<file path="src/rtl/arb_pkg.sv">
// Shared definitions for the 8-port arbiter and its requester-side agent.
package arb_pkg;

    localparam int NUM_PORTS = 8;
    localparam int PORT_W    = 3;
    localparam int LEN_W     = 4;

    // Agent FSM: wait for grant, run beats, release grant, wait for arbiter to drop valid
    typedef enum logic [1:0] {
        ST_IDLE    = 2'd0,
        ST_XFER    = 2'd1,
        ST_ACK     = 2'd2,
        ST_RELEASE = 2'd3
    } agent_state_t;

    // One-hot decode of a port index
    function automatic logic [NUM_PORTS-1:0] port_onehot(input logic [PORT_W-1:0] p);
        return NUM_PORTS'(1) << p;
    endfunction

endpackage

</file>
<file path="src/rtl/arb_pending_vec.sv">
// Per-port pending-request register vector. A set and a clear on the same
// port in the same cycle leaves the bit set, so a fresh request is queued.
module arb_pending_vec
    import arb_pkg::*;
#(
    parameter int N = NUM_PORTS
) (
    input  logic         clk,
    input  logic         reset,
    input  logic [N-1:0] set_i,
    input  logic [N-1:0] clr_i,
    output logic [N-1:0] pend_o
);

    logic [N-1:0] pend_q;

    genvar gi;
    generate
        for (gi = 0; gi < N; gi++) begin : g_bit
            // Set has priority over clear for each port bit
            always_ff @(posedge clk) begin
                if (reset) begin
                    pend_q[gi] <= 1'b0;
                end else if (set_i[gi]) begin
                    pend_q[gi] <= 1'b1;
                end else if (clr_i[gi]) begin
                    pend_q[gi] <= 1'b0;
                end
            end
        end
    endgenerate

    assign pend_o = pend_q;

endmodule

</file>
<file path="src/rtl/arb_port_agent.sv">
// Requester-side agent: queues client requests towards the arbiter, runs a
// fixed-length transfer window per accepted grant, then returns the grant.
module arb_port_agent
    import arb_pkg::*;
(
    input  logic                 clk,
    input  logic                 reset,
    input  logic [NUM_PORTS-1:0] client_req,
    input  logic [LEN_W-1:0]     cfg_burst_len,
    input  logic [PORT_W-1:0]    gnt_port,
    input  logic                 gnt_valid,
    output logic [NUM_PORTS-1:0] port_req,
    output logic                 gnt_ack,
    output logic [PORT_W-1:0]    ack_port,
    output logic [NUM_PORTS-1:0] client_busy,
    output logic [NUM_PORTS-1:0] client_done,
    output logic                 spurious_gnt
);

    agent_state_t         state_q, state_d;
    logic [PORT_W-1:0]    cur_port_q, cur_port_d;
    logic [LEN_W-1:0]     cnt_q, cnt_d;
    logic [PORT_W-1:0]    ack_port_q, ack_port_d;
    logic                 spurious_q, spurious_d;
    logic [NUM_PORTS-1:0] clr_vec;
    logic                 grant_seen;
    logic                 accept;

    // A grant is only considered while idle; it is accepted only if that port is pending
    assign grant_seen = (state_q == ST_IDLE) && gnt_valid;
    assign accept     = grant_seen && port_req[gnt_port];

    arb_pending_vec #(.N(NUM_PORTS)) u_pending (
        .clk    (clk),
        .reset  (reset),
        .set_i  (client_req),
        .clr_i  (clr_vec),
        .pend_o (port_req)
    );

    // State register plus transfer context (port, beat counter, last acked port, sticky flag)
    always_ff @(posedge clk) begin
        if (reset) begin
            state_q    <= ST_IDLE;
            cur_port_q <= '0;
            cnt_q      <= '0;
            ack_port_q <= '0;
            spurious_q <= 1'b0;
        end else begin
            state_q    <= state_d;
            cur_port_q <= cur_port_d;
            cnt_q      <= cnt_d;
            ack_port_q <= ack_port_d;
            spurious_q <= spurious_d;
        end
    end

    // Next-state logic; the counter is loaded with at least 1 and stops at 1
    always_comb begin
        state_d    = state_q;
        cur_port_d = cur_port_q;
        cnt_d      = cnt_q;
        ack_port_d = ack_port_q;
        spurious_d = spurious_q | (grant_seen && !port_req[gnt_port]);
        case (state_q)
            ST_IDLE: begin
                if (accept) begin
                    cur_port_d = gnt_port;
                    cnt_d      = (cfg_burst_len == '0) ? LEN_W'(1) : cfg_burst_len;
                    state_d    = ST_XFER;
                end
            end
            ST_XFER: begin
                if (cnt_q <= LEN_W'(1)) begin
                    ack_port_d = cur_port_q;
                    state_d    = ST_ACK;
                end else begin
                    cnt_d = cnt_q - LEN_W'(1);
                end
            end
            ST_ACK: begin
                state_d = ST_RELEASE;
            end
            ST_RELEASE: begin
                if (!gnt_valid) begin
                    state_d = ST_IDLE;
                end
            end
            default: begin
                state_d = ST_IDLE;
            end
        endcase
    end

    // Outputs decoded from the current state and transfer context
    always_comb begin
        client_busy = '0;
        client_done = '0;
        gnt_ack     = 1'b0;
        clr_vec     = accept ? port_onehot(gnt_port) : '0;
        case (state_q)
            ST_XFER: begin
                client_busy = port_onehot(cur_port_q);
                if (cnt_q <= LEN_W'(1)) begin
                    client_done = port_onehot(cur_port_q);
                end
            end
            ST_ACK: begin
                gnt_ack = 1'b1;
            end
            default: begin
                gnt_ack = 1'b0;
            end
        endcase
    end

    assign ack_port     = ack_port_q;
    assign spurious_gnt = spurious_q;

endmodule

</file>
<file path="config.mk">
export PLATFORM = sky130hd
export DESIGN_NAME = arb_port_agent
export DESIGN_NICKNAME = d
export VERILOG_FILES = /design/src/rtl/arb_pkg.sv /design/src/rtl/arb_pending_vec.sv /design/src/rtl/arb_port_agent.sv
export SDC_FILE = /design/constraint.sdc
export NUM_CORES = 1
export LEC_CHECK = 0
export CAP_MARGIN = 25
export CORE_MARGIN = 5
export CORE_UTILIZATION = 39
export DETAILED_ROUTE_END_ITERATION = 6
export PLACE_DENSITY = 0.75
export SYNTH_ARGS = -nofsm -noshare
export SYNTH_HDL_FRONTEND = slang
export SYNTH_SLANG_ARGS = --single-unit
</file>
<file path="constraint.sdc">
create_clock -name clk -period 1.7 [get_ports clk]
set_clock_uncertainty 0.05 [all_clocks]
set_input_delay 0.255 -clock clk [delete_from_list [all_inputs] [get_ports clk]]
set_output_delay 0.255 -clock clk [all_outputs]
set_load 0.03 [all_outputs]
</file>
Word-level counts from Yosys, hierarchy flattened
Index checks and enable logic that the tools add are counted.
{"block": "op_classes", "addsub": 1, "n_lt_le_gt_ge": 2, "n_eq_ne": 7, "shift": 2, "n_mux": 31, "bitwise_logic": 1, "n_reduce_logical": 19}
{"cell": "$mux W8", "count": 4}
{"cell": "$mux W1", "count": 18}
{"cell": "$reduce_bool A2 Y1", "count": 9}
{"cell": "$shl A1 B3 Y8 const A", "count": 2}
{"cell": "$mux W4", "count": 3}
{"cell": "$ne A2 B2 Y1 const B", "count": 4}
{"cell": "$pmux W2 S4", "count": 1}
{"cell": "$pmux W4 S2", "count": 1}
{"cell": "$mux W2", "count": 3}
{"cell": "$reduce_and A3 Y1", "count": 2}
{"cell": "$eq A2 B2 Y1 const B", "count": 2}
{"cell": "$le A4 B1 Y1 const B", "count": 1}
{"cell": "$logic_not A4 Y1", "count": 1}
{"cell": "$lt A3 B4 Y1 const B", "count": 1}
{"cell": "$reduce_and A2 Y1", "count": 2}
{"cell": "$sub A4 B1 Y4 const B", "count": 1}
{"cell": "$bmux W1 S3", "count": 1}
{"cell": "$logic_and A1 B1 Y1", "count": 3}
{"cell": "$eq A2 B1 Y1 const B", "count": 1}
{"cell": "$logic_not A2 Y1", "count": 1}
{"cell": "$logic_not A1 Y1", "count": 1}
{"cell": "$or A1 B1 Y1", "count": 1}
{"block": "word_totals", "reg_bits": 21, "in_bits": 18, "output_inout_bits": 29, "elab_cells": 76}

Logic depth before layout (Yosys ltp)
Gate-level depths: netlist (run 1).
{"block": "depth", "depth_word": 6, "mapped_depth": 7, "depth_no_buf": 6}

Modules after synthesis
From an unflattened synthesis (run 1), not the netlist that was laid out.
{"block": "hier_totals", "hier_cells": 169, "area_unflattened_um2": 1422.6}
{"module": "arb_port_agent", "n_inst": 1, "cells_each": 136, "area_each_um2": 1041.0, "seq_area_each_um2": 260.2}
{"module": "arb_pending_vec", "n_inst": 1, "cells_each": 33, "area_each_um2": 381.6, "seq_area_each_um2": 160.2}

Worst setup path before layout (run 1)
Ideal clock, no wire load.
{"block": "synth_timing", "kind": "reg-to-output", "start": "register state_q[1]", "end": "output client_done[4]", "arrival_ns": 1.995, "t_required_ns": 1.395, "setup_slack_ns": -0.600, "stages_incl_launch_ff": 7, "path_buffers": 1, "path_cell_list": "dfxtp_1 -> inv_1 -> ha_1 -> clkbuf_1 -> nand2_1 -> or2_2 -> nor3_1"}
{"block": "synth_via", "elab_chain_cells": 2}
{"item": "from (decl)", "line_no": "arb_port_agent.sv:20", "text": "agent_state_t state_q, state_d;"}
{"item": "from (signal assigned)", "line_no": "arb_port_agent.sv:50", "text": "state_q <= state_d;"}
{"item": "$eq A2 B1 Y1", "line_no": "arb_port_agent.sv:101", "text": "case (state_q)"}
{"item": "$mux W8", "line_no": "arb_port_agent.sv:101"}
{"item": "to (decl)", "line_no": "arb_port_agent.sv:16", "text": "output logic [NUM_PORTS-1:0] client_done,"}
No other way between the ends.

Worst setup path in the final report (run 1)
{"block": "layout_timing", "start": "register cnt_q[1]", "end": "output client_done[0]"}
{"block": "layout_via", "elab_chain_cells": 3}
{"item": "from (decl)", "line_no": "arb_port_agent.sv:22", "text": "logic [LEN_W-1:0] cnt_q, cnt_d;"}
{"item": "from (signal assigned)", "line_no": "arb_port_agent.sv:52", "text": "cnt_q <= cnt_d;"}
{"item": "$le A4 B1 Y1", "line_no": "arb_port_agent.sv:104", "text": "if (cnt_q <= LEN_W'(1)) begin"}
{"item": "$mux W8", "line_no": "arb_port_agent.sv:104"}
{"item": "$mux W8", "line_no": "arb_port_agent.sv:101"}
No other way between the ends.

==> run_results.csv, run 1 <==
group,metric,value,unit
detailed_routing,routedWlPerCell,14.7,um
logic_synthesis,synth_area,0.00124,sq mm
layout,nFillCells,237,
critical_path,path_class,"flip-flop to output port",
logic_synthesis,synth-adder-area-share,0.0704,
logic_synthesis,synth-compound-area-share,0.187,
sta,timing.final.ws_setup,-0.164,ns
detailed_routing,drt_iter0_markers,70,
cts,cts-root-buf,"clkbuf_4",
global_route,grt_pass1_wl,6220,um
sta,final-hold-violation-count,0,
logic_synthesis,yosysWarnings,0,
sta,rsz0062_at_grt,"true",
cts,htree_levels,1,
critical_path,crit_path_start_kind,"flip-flop",
logic_synthesis,synth_edf_count,0,
critical_path,worstReg2RegEnd,"cnt_q[0]",
critical_path,critical_path_arrival,1.56,ns
logic_synthesis,synth_simple_gate_area_frac,0.263,
floorplanning,coreArea,0.00305,sq mm
power,p_sw_frac,0.435,
sta,finalMaxSlewViolations,0,
min_path,hold_path_depth,2,
sta,max_freq,0.537,GHz
critical_path,cp-end-kind,"output port",
floorplanning,ios,47,
logic_synthesis,synthMuxAreaShare,0.0724,
floorplanning,rows,20,
sta,max_slew.worst_pin.slew,0.322,ns
power,p_clk_frac,0.088,
layout,mostFrequentLayoutCells,"buf_4 (31), clkdlybuf4s50_1 (25), nor2_1 (19)",
layout,n_antenna_cell,0,
outcome,status,"finished with violations",
detailed_routing,ant_nets,0,
cts,cts-buffers-inserted,3,
detailed_routing,vias,1418,
cts,clk_latency,0.30,ns
critical_path,cp.required,1.39,ns
floorplanning,die-area,0.00442,sq mm
detailed_routing,via_per_inst,5.21,
logic_synthesis,synth_xor_area_frac,0,
floorplanning,die_w,66.5,um
critical_path,regToRegSetupSlack,-0.14,ns
sta,post-route-period-util,1.10,
detailed_routing,wl,4000,um
power,power_density,1240,mW/mm^2
power,seq_power_share,0.261,
global_route,grt_pass1_vias,1459,
sta,max-slew-margin-rel,0.785,
critical_path,cp_slowest_cell,"dfxtp_2",
logic_synthesis,async_flop_share,0,
global_route,grt_max_degree,13,
cts,hold_buffers,0,
outcome,violations,"negative setup slack",
logic_synthesis,ys_ff_latch,21,
min_path,worstHoldStart,"ack_port[2]",
critical_path,path_max_fanout,4,
power,p_int,1.57,mW
logic_synthesis,synthCells,154,
min_path,min_to,"ack_port[2]",
cts,path_clk_slew,0.12,ns
layout,final_common_cell,"buf_4",
logic_synthesis,synth_top_family_by_area,"simple AND/OR/NAND/NOR gates",
floorplanning,die_y,66.5,um
global_route,grt-ovfl-total,0,
critical_path,r2r_cells,6,
power,ir_worst_vdd,0.509,mV
detailed_routing,first_pass_iters,4,
critical_path,reg2reg_from,"cnt_q[0]",
layout,nNetsFinal,254,
power,leakagePower,0.930,nW
logic_synthesis,ys.flop_type,"dfxtp_1",
placed_design,dpl_cell_area,0.00199,sq mm
sta,setup_viol,13,
run,maxCapViolCount,0,
logic_synthesis,synth_nets,179,
placed_design,dp_hpwl,2890,um
logic_synthesis,syn_area_per_cell,8.08,sq um
placed_design,place_ws,-0.563,ns
global_route,antenna_found_initial,0,
logic_synthesis,ys_types,37,
placed_design,routabilityCongestion,0.830,
layout,layout-drive-gt1-share,0.469,
cts,cts_sinks,21,
detailed_routing,drc,0,
power,power.switching,1.21,mW
cts,cts_tree,"done",
min_path,hold_path_class,"flip-flop to flip-flop",
critical_path,path_cells,"inv_4, ha_4, o21ai_4, or2_4, nor3_4, buf_6",
critical_path,slowest_delay,0.36,ns
sta,period_minus_slack,1.86,ns
layout,area_delta_synth_final,80.3,%
layout,design_area,0.00224,sq mm
cts,cts_max_path_buffers,2,
logic_synthesis,ys_seq_area_frac,0.338,
global_route,grt.total_usage,0.175,
placed_design,portBuffers,46,
power,combinationalPowerShare,0.651,
floorplanning,start_util,0.407,
-- critical path, delay by kind of cell, from the launching register on --
kind                       cells  cell delay (ns)
and+or+nand+nor                2             0.45
buffers and inverters          2             0.23
AOI/OAI and AO/OA              1             0.06
DFF                            1             0.36
adders and majority gates      1             0.16
-- what timing repair did --
| action | 4_1_cts | 5_1_grt |
|---|---|---|
| gates resized for setup | 29 | 33 |
| buffers inserted | 4 | 1 |
| gates cloned | 0 | 0 |
| setup endpoints to repair | 32 | 30 |
| pin swaps | 7 | 5 |
-- Yosys cell counts (2+ instances only) --
cell       n  area (sq um)
o21ai_0    7          35.0
nand2b_1   3          18.8
ha_1       7          87.6
o311ai_0   2          17.5
buf_4      2          15.0
nor2_1    32           120
or2_2      2          12.5
a311oi_1   2          17.5
o21a_1     2          15.0
nor3_1    12          60.1
clkbuf_1   4          15.0
inv_1     12          45.0
a21oi_1    6          30.0
nor4b_1    2          17.5
nor3b_1    2          15.0
a211oi_1   2          15.0
a31oi_1    2          12.5
mux2i_1    9          90.1
a22oi_2    2          25.0
nand2_1    5          18.8
dfxtp_1   21           420
-- metal layers --
layer | vias to the layer above | share of wire | GRT usage
li1 | 689 | - | -
met1 | 686 | 0.39 | 0.192
met2 | 39 | 0.55 | 0.344
met3 | 4 | 0.046 | 0.0354
met4 | 0 | 0.0060 | 0.0279
met5 | - | 0 | 0
-- power by group through the flow --
stage / combinational [mW] / sequential [mW] / clock [mW]
2_1_floorplan: 0.900 / 0.721 / 0
3_3_place_gp: 1.43 / 0.693 / 0
3_5_place_dp: 1.47 / 0.702 / 0
4_1_cts: 1.67 / 0.714 / 0.250
5_1_grt: 1.95 / 0.735 / 0.270
6_report: 1.80 / 0.723 / 0.245
-- cell families (layout without fill, tap and decap cells) --
logic type	count (synthesis)	count (layout)
simple gates	67	67
buf+inv	19	93
flops	21	21
compound gates	31	31
mux	9	9
fa+ha+maj	7	7
-- area by class of cell --
type                            count  area [sq um]  area share
Multi-Input combinational cell    114           967       0.431
Inverter                           12          47.5      0.0212
Tap cell                           44          55.1      0.0246
Timing Repair Buffer               77           708       0.316
Clock buffer                        4          26.3      0.0117
Sequential cell                    21           438       0.195
-- stage by stage --
stage	power (mW)	hold slack (ns)	setup TNS (ns)	cells	util
floorplan	1.62	0.327	-0.146	154	-
global placement	2.12	0.392	-7.59	264	0.651
detailed placement	2.17	0.406	-7.71	264	0.651
CTS	2.63	0.421	-0.914	271	0.695
global route	2.96	0.440	-2.43	272	0.734
finish	2.77	0.420	-1.34	272	0.734
-- how the worst max path moves through the flow --
stage | start | endpoint | slack (ns) | cells past startpoint
2_1_floorplan | u_pending.pend_o[6] | state_q[0] | -0.06 | 5
3_3_place_gp | gnt_port[1] | state_q[0] | -0.56 | 6
3_5_place_dp | gnt_port[1] | state_q[0] | -0.56 | 6
4_1_cts | cnt_q[1] | client_done[4] | -0.15 | 6
5_1_grt | cnt_q[0] | cnt_q[0] | -0.23 | 6
6_report | cnt_q[1] | client_done[0] | -0.16 | 6
-- flip-flops by register name, summed over array words and instances, names as in the netlist --
| signal | cells |
|---|---|
| ack_port | 3 |
| cnt_q | 4 |
| cur_port_q | 3 |
| spurious_gnt | 1 |
| state_q | 2 |
| u_pending.pend_o | 8 |
No activity file was read; power rests on OpenSTA's default activity.
==> inputs of run 2 (changes only) <==
--- a/config.mk
+++ b/config.mk
@@ -6,7 +6,7 @@
 export NUM_CORES = 1
 export LEC_CHECK = 0
 export CAP_MARGIN = 25
-export CORE_MARGIN = 5
+export CORE_MARGIN = 2
 export CORE_UTILIZATION = 39
 export DETAILED_ROUTE_END_ITERATION = 6
 export PLACE_DENSITY = 0.75
==> run_results.csv, run 2 (synthesis gave the netlist of run 1 again) <==
group,metric,value,unit
critical_path,cp_slowest_cell,"dfxtp_2",
floorplanning,start_util,0.407,
placed_design,dp_hpwl,2670,um
cts,htree_levels,1,
critical_path,critical_path_arrival,1.54,ns
power,power_density,1310,mW/mm^2
global_route,antenna_found_initial,0,
placed_design,portBuffers,46,
floorplanning,rows,20,
detailed_routing,via_per_inst,5.09,
sta,post-route-period-util,1.08,
critical_path,critPathTopFamily,"simple AND/OR/NAND/NOR gates",
global_route,grt.total_usage,0.207,
cts,cts-root-buf,"clkbuf_4",
critical_path,crit_start,"state_q[1]",
run,maxCapViolCount,0,
floorplanning,die-area,0.00366,sq mm
critical_path,path_max_fanout,5,
floorplanning,coreArea,0.00305,sq mm
detailed_routing,vias,1399,
sta,max_slew.worst_pin.slew,0.365,ns
layout,mostFrequentLayoutCells,"buf_4 (37), clkdlybuf4s50_1 (24), nor2_1 (19)",
layout,area_delta_synth_final,82.5,%
critical_path,reg2reg_from,"cnt_q[0]",
critical_path,cp.required,1.39,ns
layout,final_common_cell,"buf_4",
critical_path,cp-end-kind,"output port",
detailed_routing,routedWlPerCell,13.5,um
sta,finalMaxSlewViolations,0,
layout,n_antenna_cell,0,
floorplanning,die_w,60.5,um
sta,max_freq,0.543,GHz
critical_path,path_cells,"inv_2, ha_4, nand2_2, or2_4, nor3_4, buf_6",
outcome,violations,"negative setup slack",
cts,cts_tree,"done",
sta,timing.final.ws_setup,-0.141,ns
cts,clk_latency,0.30,ns
detailed_routing,drc,0,
cts,path_clk_slew,0.12,ns
cts,cts-buffers-inserted,3,
critical_path,slowest_delay,0.34,ns
cts,cts_sinks,21,
critical_path,cp_num_buf_inv,2,
global_route,grt_pass1_wl,5750,um
placed_design,place_ws,-0.525,ns
global_route,grt-ovfl-total,0,
sta,max-slew-margin-rel,0.756,
min_path,hold_path_class,"input port to flip-flop",
detailed_routing,wl,3710,um
min_path,worstHoldStart,"client_req[7]",
outcome,status,"finished with violations",
layout,stdcell_count,275,
power,ir_worst_vdd,0.464,mV
global_route,grt_pass1_vias,1334,
sta,setup_viol,13,
placed_design,numPlacedInstances,262,
layout,layout-drive-gt1-share,0.485,
sta,period_minus_slack,1.84,ns
layout,largest_reg_flops,8,
critical_path,path_class,"flip-flop to output port",
critical_path,crit_path_start_kind,"flip-flop",
layout,nNetsFinal,257,
sta,rsz0062_at_grt,"true",
detailed_routing,drt_iter0_markers,54,
cts,cts_max_path_buffers,2,
power,leakagePower,0.960,nW
detailed_routing,ant_nets,0,
floorplanning,die_y,60.5,um
global_route,grt_max_degree,13,
detailed_routing,first_pass_iters,4,
cts,hold_buffers,0,
placed_design,routabilityCongestion,0.867,
sta,final-hold-violation-count,0,
floorplanning,ios,47,
run 2: cell count changes in the layout (fill, tap and decap cells not counted), sizes merged:
cell / delta
dlygate4sd2: +1
clkdlybuf4s15: -1
clkdlybuf4s50: -1
buf: +3
dlymetal6s2s: +1
run 2: report_power, final:
part	internal [mW]	switching, mW	total (mW)
Combinational	1.01	0.996	2.00
Sequential	0.608	0.121	0.730
Clock	0.0913	0.150	0.241
run 2: what timing repair did:
action                     4_1_cts  5_1_grt
resized for setup               29       31
setup endpoints to repair       32       30
buffers inserted                 6        3
pin swaps                       11       10
hold endpoints to repair         0        0
run 2: metrics by stage:
stage	instance area [sq um]	setup TNS (ns)	hold WS (ns)	utilization	power, mW
floorplan	1360	-0.146	0.327	-	1.62
global placement	1970	-6.01	0.394	0.646	2.09
detailed placement	1970	-6.60	0.411	0.646	2.14
CTS	2130	-0.975	0.421	0.698	2.67
global route	2270	-2.23	0.408	0.743	3.17
finish	2270	-1.07	0.422	0.743	2.97
run 2: worst min-delay path, stage by stage:
cell	delay (ns)
clkdlybuf4s50_1	0.39
inv_1	0.05
a21oi_1	0.05
run 2: routing by layer:
metal | wire length (um) | GRT usage
met1 | 1490 | 0.241
met2 | 2050 | 0.393
met5 | 0 | 0
met4 | 13 | 0.0466
met3 | 152 | 0.0384
run 2: path summary, 6_finish.rpt:
path                                       endpoint  slack (ns)  cells past startpoint
worst max-delay path                 client_done[4]       -0.14                      6
worst min-delay path            u_pending.pend_o[7]        0.42                      3
worst max register to register             cnt_q[0]       -0.12                      6
worst min register to register          ack_port[2]        0.42                      2
run 2: layout make-up:
cell class | count | area [sq um]
clock buffers | 4 | 26.3
fillers | 234 | 783
inverters | 12 | 47.5
multi-input cells | 114 | 981
flip-flops and latches | 21 | 439
well taps | 44 | 55.1
repair buffers | 80 | 721
==> inputs of run 3 (changes only) <==
--- a/config.mk
+++ b/config.mk
@@ -10,6 +10,7 @@
 export CORE_UTILIZATION = 39
 export DETAILED_ROUTE_END_ITERATION = 6
 export PLACE_DENSITY = 0.75
+export SKIP_LAST_GASP = 1
 export SYNTH_ARGS = -nofsm -noshare
 export SYNTH_HDL_FRONTEND = slang
 export SYNTH_SLANG_ARGS = --single-unit
==> run_results.csv, run 3 (synthesis gave the netlist of run 1 again) <==
group,metric,value,unit
placed_design,portBuffers,46,
power,power_density,1310,mW/mm^2
global_route,grt_max_degree,13,
cts,cts_max_path_buffers,2,
critical_path,critical_path_arrival,1.98,ns
layout,largest_reg_flops,8,
layout,nFillCells,241,
detailed_routing,via_per_inst,5.09,
cts,cts_tree,"done",
sta,setup_viol,13,
detailed_routing,drt_iter0_markers,48,
detailed_routing,vias,1399,
power,p_int,1.70,mW
global_route,grt-ovfl-total,0,
power,seq_power_share,0.247,
floorplanning,die_y,60.5,um
sta,final-hold-violation-count,0,
detailed_routing,wl,3740,um
placed_design,place_ws,-0.525,ns
outcome,violations,"negative setup slack",
layout,n_antenna_cell,0,
sta,max_slew.worst_pin.slew,0.372,ns
sta,max-slew-margin-rel,0.751,
detailed_routing,routedWlPerCell,13.6,um
detailed_routing,drc,0,
critical_path,r2r_cells,6,
sta,rsz0062_at_grt,"true",
layout,area_delta_synth_final,82.2,%
sta,post-route-period-util,1.09,
power,p_sw_frac,0.426,
min_path,hold_path_class,"input port to flip-flop",
floorplanning,coreArea,0.00305,sq mm
cts,cts_sinks,21,
sta,timing.final.ws_setup,-0.149,ns
cts,clk_latency,0.30,ns
min_path,hold_path_depth,3,
floorplanning,die_w,60.5,um
layout,final_common_cell,"buf_4",
floorplanning,die-area,0.00366,sq mm
power,ir_worst_vdd,0.464,mV
layout,mostFrequentLayoutCells,"buf_4 (38), clkdlybuf4s50_1 (24), nor2_1 (19)",
global_route,grt_pass1_wl,5810,um
placed_design,numPlacedInstances,262,
critical_path,path_max_fanout,5,
cts,cts-buffers-inserted,3,
cts,path_clk_slew,0.12,ns
layout,design_area,0.00227,sq mm
global_route,antenna_found_initial,0,
floorplanning,start_util,0.407,
detailed_routing,ant_nets,0,
critical_path,cp-end-kind,"flip-flop",
detailed_routing,first_pass_iters,4,
placed_design,routabilityCongestion,0.867,
cts,htree_levels,1,
critical_path,cp.required,1.83,ns
outcome,status,"finished with violations",
power,p_clk_frac,0.082,
cts,hold_buffers,0,
power,p_total,2.97,mW
layout,nNetsFinal,257,
global_route,grt.total_usage,0.209,
global_route,grt_pass1_vias,1344,
power,power.switching,1.26,mW
sta,period_minus_slack,1.85,ns
layout,layout-drive-gt1-share,0.485,
run,maxCapViolCount,0,
placed_design,dp_hpwl,2670,um
sta,finalMaxSlewViolations,0,
power,combinationalPowerShare,0.672,
cts,cts-root-buf,"clkbuf_4",
power,leakagePower,0.958,nW
critical_path,crit_path_start_kind,"flip-flop",
sta,max_freq,0.541,GHz
floorplanning,ios,47,
critical_path,path_class,"flip-flop to flip-flop",
floorplanning,rows,20,
layout,stdcell_count,275,
placed_design,dpl_cell_area,0.00197,sq mm
## run 3: cell counts in the layout (fill, tap and decap cells not counted)
No cell type changed its count.
## run 3: per-layer routing
layer	GRT usage	up-vias	part of all wire
li1	-	697	-
met1	0.244	665	0.41
met2	0.394	33	0.54
met3	0.0384	4	0.036
met4	0.0466	0	0.0094
met5	0	-	0
## run 3: critical path: stages, from the launching register on
cell,delay [ns]
dfxtp_4,0.40
inv_2,0.05
ha_4,0.16
o211ai_1,0.28
o21ai_2,0.14
or2_1,0.28
o41ai_1,0.38
## run 3: worst paths after layout
path | endpoint | start | slack [ns]
max | cnt_q[0] | cnt_q[0] | -0.15
min | u_pending.pend_o[7] | client_req[7] | 0.42
max reg2reg | cnt_q[0] | cnt_q[0] | -0.15
min reg2reg | ack_port[2] | ack_port[2] | 0.42
## run 3: stage by stage
step	utilization	hold WS, ns	setup TNS (ns)
after global routing	0.742	0.407	-2.09
after CTS	0.697	0.421	-1.02
after detailed placement	0.646	0.411	-6.60
after floorplan	-	0.327	-0.146
after global placement	0.646	0.394	-6.01
final	0.742	0.421	-1.05
## run 3: timing repair
item | 4_1_cts | 5_1_grt
pin swaps | 10 | 11
gates resized for setup | 28 | 31
buffers inserted | 6 | 3
endpoints found under the setup margin | 32 | 30
## run 3: layout make-up
type                    instances  area, sq um  area share
repair buffers                 80          717       0.316
multi-input cells             114          981       0.433
clock buffers                   4         26.3      0.0116
inverters                      12         47.5      0.0210
well taps                      44         55.1      0.0243
flip-flops and latches         21          439       0.194
## run 3: power groups by stage
stage,combinational (mW),clock (mW),sequential [mW]
2_1_floorplan,0.900,0,0.721
4_1_cts,1.70,0.248,0.714
3_3_place_gp,1.40,0,0.695
3_5_place_dp,1.44,0,0.701
6_report,1.99,0.242,0.732
5_1_grt,2.15,0.273,0.745
==> RTL change 1, RTL diff (flow settings as in run 3) <==
Encoding of `agent_state_t`: now Gray code (2 bits for 4 states).
--- a/src/rtl/arb_pkg.sv
+++ b/src/rtl/arb_pkg.sv
@@ -7,10 +7,10 @@
 
     // Agent FSM: wait for grant, run beats, release grant, wait for arbiter to drop valid
     typedef enum logic [1:0] {
-        ST_IDLE    = 2'd0,
-        ST_XFER    = 2'd1,
-        ST_ACK     = 2'd2,
-        ST_RELEASE = 2'd3
+        ST_IDLE    = 2'b00,
+        ST_XFER    = 2'b01,
+        ST_ACK     = 2'b11,
+        ST_RELEASE = 2'b10
     } agent_state_t;
 
     // One-hot decode of a port index
Function: no difference found for any inputs over 10 cycles, from zero or initial values and one cycle with reset high; not proved beyond that.
==> RTL change 1 against run 3 <==
Maximum frequency shrank 1.5%. Largest cell class unchanged. Routed wire length down 8.4%. First-iteration DRC count is 6.3% lower. Setup slack got worse by 0.029 ns. Via count decreased by 6.6%. Sequential share of layout area rose by 2.2 points. Sequential cell count unchanged. Synthesized area fell by 4.5%. Design area shrank 12%. The run still ends with setup timing left. Hold slack got worse by 0.011 ns.
Power is not compared: it rests on default switching activity, and its combinational part moved more than twofold at a synthesized area within 25%.
==> RTL change 1: results (changes against run 3) <==
----------------------------------------------------
[Status]
  Run status ... finished, violations left
  Violated checks ... setup timing

[Synthesis]
  Cell types with the highest counts after synthesis ... 37 x sky130_fd_sc_hd__nor2_1, 21 x sky130_fd_sc_hd__dfxtp_1, 13 x sky130_fd_sc_hd__nor3_1
  Number of nets in the synthesized netlist ... 165 (-7.8%)
  Number of different library cells in the post-synthesis netlist ... 30 (-19%)
  Sequential share of the synthesized area ... 35.41% (+1.6 points)
  Count of warnings emitted by yosys ... 0 (unchanged)

[Global route]
  First-pass GRT wire length ... 5244 um (-9.7%)
  Total global-route track usage ... 19.52% (-1.4 points)
  Met2 layer usage reported by global route ... 37.62% (-1.8 points)
  Met1 track demand over resource ... 20.70% (-3.7 points)

[Clock tree]
  Clk pin slew, worst setup/hold paths ... 0.11 ns

[Worst setup path]
  Setup slack of the most critical reg-to-reg path ... -0.03 ns (+0.12 ns)
  Slowest Stage Delay on Critical Path ... 0.38 ns (-0.02 ns)
  Reg-to-reg endpoint ... cnt_q[1]$_SDFFE_PP0P_
  CP delay by family, top ... simple AND/OR/NAND/NOR gates
  Register-to-Register Path Depth ... 8 (+2)
  CP Data Arrival Time ... 1.57 ns (-0.41 ns)

[Worst hold path]
  Startpoint of the most critical hold path ... gnt_port[2]
  WHS Endpoint ... cur_port_q[2]$_SDFFE_PP0P_
  Depth of the worst hold-timing path ... 4 (+1)

[STA]
  Final count of negative-setup-slack endpoints ... 16 (+3)
  Post-route setup slack ... -0.1783 ns (-0.02881 ns)
  Final-layout setup total negative slack ... -1.519 ns (-0.4659 ns)
  Max-slew headroom ... 77.06% (+1.9 points)

[Placed design]
  GPL Wtd Cong ... 0.8970 (+3.4%)
  Detailed-placement wirelength estimate ... 2480 um (-7.0%)
  Port buffer count ... 46 (unchanged)

[Final layout]
  Final net count ... 233 (-9.3%)
  Ratio of cells with drive above 1 in the final layout ... 36.79% (-12 points)

[Detailed routing]
  Detailed-route via count ... 1306 (-6.6%)
  DR WL met3 ... 165 um (+21%)
  Number of violations reported at the end of detailed-routing iteration 0 ... 45 (-6.3%)
  Post-Route M1 WL ... 1394 um (-9.8%)

[Floorplan]
  Starting density of the core ... 39.87% (-0.86 points)

----------------------------------------------------
## RTL change 1: worst max-delay path by stage
stage,startpoint,endpoint,slack (ns),cells after the start
after floorplan,state_q[0]$_SDFFE_PP0P_,client_done[1],-0.05,4
after detailed placement,gnt_port[1],u_pending.pend_o[7]$_SDFFE_PP0P_,-0.50,6
after CTS,cnt_q[0]$_SDFFE_PP0P_,client_done[4],-0.17,7
after global placement,gnt_port[1],u_pending.pend_o[7]$_SDFFE_PP0P_,-0.39,6
final,cnt_q[0]$_SDFFE_PP0P_,client_done[4],-0.18,7
after global routing,cnt_q[0]$_SDFFE_PP0P_,client_done[4],-0.28,7
## RTL change 1: final cells by class
cell class,count,area [sq um]
clock buffer,4,26.28
fill,249,984.7
inverter,3,16.27
multi-input combinational,112,822.0
sequential,21,429.2
tap,33,41.29
timing repair buffer,72,658.1
## RTL change 1: logic make-up after synthesis
logic type	after synthesis	synth area share (%)
adder cells (fa/ha/maj)	2	2.107
AO/OA/AOI/OAI	26	16.97
AND/OR/NAND/NOR	75	32.03
buffers and inverters	12	5.900
multiplexers	9	7.587
flip-flops	21	35.41
## RTL change 1: stage by stage
step                      std cells  area, sq um  setup WS, ns  hold slack [ns]
final                           245         1993       -0.1783           0.4101
after global routing            245         1993       -0.2796           0.4390
after CTS                       241         1893       -0.1667           0.4480
after detailed placement        234         1769       -0.5022           0.4246
after global placement          234         1769       -0.3859           0.4121
after floorplan                 145         1224      -0.04795           0.2778
## RTL change 1: power breakdown
group          total, mW  switching, mW  internal (mW)
Combinational      0.609          0.298          0.311
Sequential         0.594         0.0566          0.538
Clock              0.237          0.146         0.0914
## RTL change 1: what timing repair did
item                                    4_1_cts  5_1_grt
endpoints found under the setup margin       33       28
pin swaps                                     3        8
setup buffers                                 3        4
hold buffers                                  0        0
resized for setup                            25       23
==> RTL change 2, RTL diff (config.mk and constraints of run 3) <==
Made on the original files. Change the package constant `PORT_W` from 3 to 5.
--- a/src/rtl/arb_pkg.sv
+++ b/src/rtl/arb_pkg.sv
@@ -2,7 +2,7 @@
 package arb_pkg;
 
     localparam int NUM_PORTS = 8;
-    localparam int PORT_W    = 3;
+    localparam int PORT_W    = 5;
     localparam int LEN_W     = 4;
 
     // Agent FSM: wait for grant, run beats, release grant, wait for arbiter to drop valid
Interface: changed (resized ack_port and gnt_port); port bits go from 47 to 51. The function was not compared with the original's and may differ.
==> RTL change 2 against run 3 <==
The flow still finishes with violations (setup timing). Routed wire length up 25%. First-iteration DRC count up 130%. Clock power increased by 46%. Power rose by 22%. Largest power group unchanged. Synthesized area grew 18%. Sequential cell count rose by 4. Hold slack worse by 0.016 ns. Design area increased by 20%. Die area rose by 16%. Count of clock-buffer cells in the layout did not move. Highest routed layer unchanged. Setup slack worse by 0.037 ns.
==> RTL change 2: results (changes against run 3) <==
----------------------------------------------------
[Status]
  Run status ... finished, violations left
  Violated checks ... setup timing

[Global route]
  Total global-route track usage ... 21.59% (+0.71 points)
  First-pass GRT wire length ... 7327 um (+26%)
  Via count of the first global-routing pass ... 1661 (+24%)
  Pin count of the biggest net entering global routing ... 14 (+1)

[Worst setup path]
  CP Data Arrival Time ... 1.58 ns (-0.40 ns)
  Top fanout value on the critical path ... 4 (-1)

[Clock tree]
  Source-to-sink clock delay at the later pin of the worst-skew pair ... 0.27 ns (-0.03 ns)
  Clock tree root buffer cell ... sky130_fd_sc_hd__clkbuf_8

[Placed design]
  Detailed-placement wirelength estimate ... 3052 um (+14%)
  Total placed instance area ... 0.002344 sq mm (+19%)
  GPL Wtd Cong ... 0.7878 (-9.1%)

[Synthesis]
  Sequential share of the synthesized area ... 34.19% (+0.39 points)
  Post-synthesis area per instance ... 7.828 sq um (-3.1%)
  Leading post-synthesis cells by cell area ... sky130_fd_sc_hd__dfxtp_1 34%, sky130_fd_sc_hd__nor2_1 9.7%, sky130_fd_sc_hd__mux2i_1 8.9%, sky130_fd_sc_hd__ha_1 6.0%, sky130_fd_sc_hd__inv_1 3.8%
  Cell types with the highest counts after synthesis ... 38 x sky130_fd_sc_hd__nor2_1, 25 x sky130_fd_sc_hd__dfxtp_1, 15 x sky130_fd_sc_hd__inv_1
  Number of nets in the synthesized netlist ... 214 (+20%)

[STA]
  Final count of negative-setup-slack endpoints ... 13 (unchanged)
  Slew @ Worst Pin ... 0.3840 ns (+0.01195 ns)
  Post-route setup slack ... -0.1861 ns (-0.03663 ns)
  Final-layout setup total negative slack ... -1.403 ns (-0.3499 ns)

[Final layout]
  Final net count ... 308 (+20%)
  Ratio of cells with drive above 1 in the final layout ... 43.21% (-5.3 points)
  Count of placed standard cells in the final layout, fillers left out ... 328 (+19%)

[Detailed routing]
  Post-DR vias/cell ... 5.195 (+2.1%)
  Number of violations reported at the end of detailed-routing iteration 0 ... 110 (+130%)

[Power and ir drop]
  Peak supply drop ... 0.6196 mV (+34%)
  Total internal power ... 2.126 mW (+25%)

[Worst hold path]
  Worst hold path class ... flip-flop to flip-flop

----------------------------------------------------
[RTL change 2: cell count changes in the layout (fill, tap and decap cells not counted), sizes merged, moves of 4 or more]
cell           change
nand2              +8
buf               +16
clkdlybuf4s50      +6
a21oi              +4
nor2               +6
mux2i              +4
dfxtp              +4
nor3               -4
[RTL change 2: stage by stage]
step / util [%] / power [mW]
final: 74.93 / 3.606
after global routing: 74.93 / 3.788
after CTS: 71.56 / 3.229
after detailed placement: 64.50 / 2.569
after global placement: 64.50 / 2.544
after floorplan: - / 1.800
[RTL change 2: cell type report]
class	instances	area, sq um	area share, %
multi-input cells	137	1139	41.82
repair buffers	99	904.6	33.23
flip-flops and latches	25	513.0	18.84
inverters	15	61.31	2.252
well taps	48	60.06	2.206
clock buffers	4	45.04	1.654
[RTL change 2: cell families (layout without fill, tap and decap cells)]
| logic type | count (synthesis) | count (layout) | synth area share (%) |
|---|---|---|---|
| AO/OA/AOI/OAI | 36 | 36 | 17.44 |
| adder cells (fa/ha/maj) | 7 | 7 | 5.983 |
| buffers and inverters | 25 | 118 | 7.179 |
| flip-flops | 25 | 25 | 34.19 |
| multiplexers | 13 | 13 | 8.889 |
| AND/OR/NAND/NOR | 81 | 81 | 26.33 |
[RTL change 2: final timing paths]
check                           slack [ns]                     start                       end  cells after the start
worst min-delay path                  0.41  ack_port[2]$_SDFFE_PP0P_  ack_port[2]$_SDFFE_PP0P_                      2
worst max register to register       -0.09     cnt_q[0]$_SDFFE_PP0P_     cnt_q[0]$_SDFFE_PP0P_                      8
worst max-delay path                 -0.19   state_q[0]$_SDFFE_PP0P_            client_done[0]                      5
worst min register to register        0.41  ack_port[2]$_SDFFE_PP0P_  ack_port[2]$_SDFFE_PP0P_                      2
[RTL change 2: critical path, delay by kind of cell (launching register included)]
kind                       cells  cell delay [ns]
buffers and inverters          1             0.15
DFF                            1             0.39
adders and majority gates      1             0.17
and+or+nand+nor                3             0.59
[RTL change 2: repair_timing]
action	4_1_cts	5_1_grt
pin swaps	11	13
setup buffers	10	2
gates resized for setup	40	31
setup endpoints to repair	34	35
[RTL change 2: power by group through the flow]
stage / clock network (mW) / registers [mW] / logic, mW
2_1_floorplan: 0 / 0.819 / 0.981
3_3_place_gp: 0 / 0.764 / 1.78
3_5_place_dp: 0 / 0.767 / 1.80
4_1_cts: 0.358 / 0.774 / 2.10
5_1_grt: 0.374 / 0.802 / 2.61
6_report: 0.353 / 0.793 / 2.46
[RTL change 2: metal layers]
layer / GRT usage [%] / wire length, um
met1: 26.89 / 1933
met2: 38.27 / 2516
met3: 3.425 / 195
met4: 6.250 / 48
met5: 0 / 0
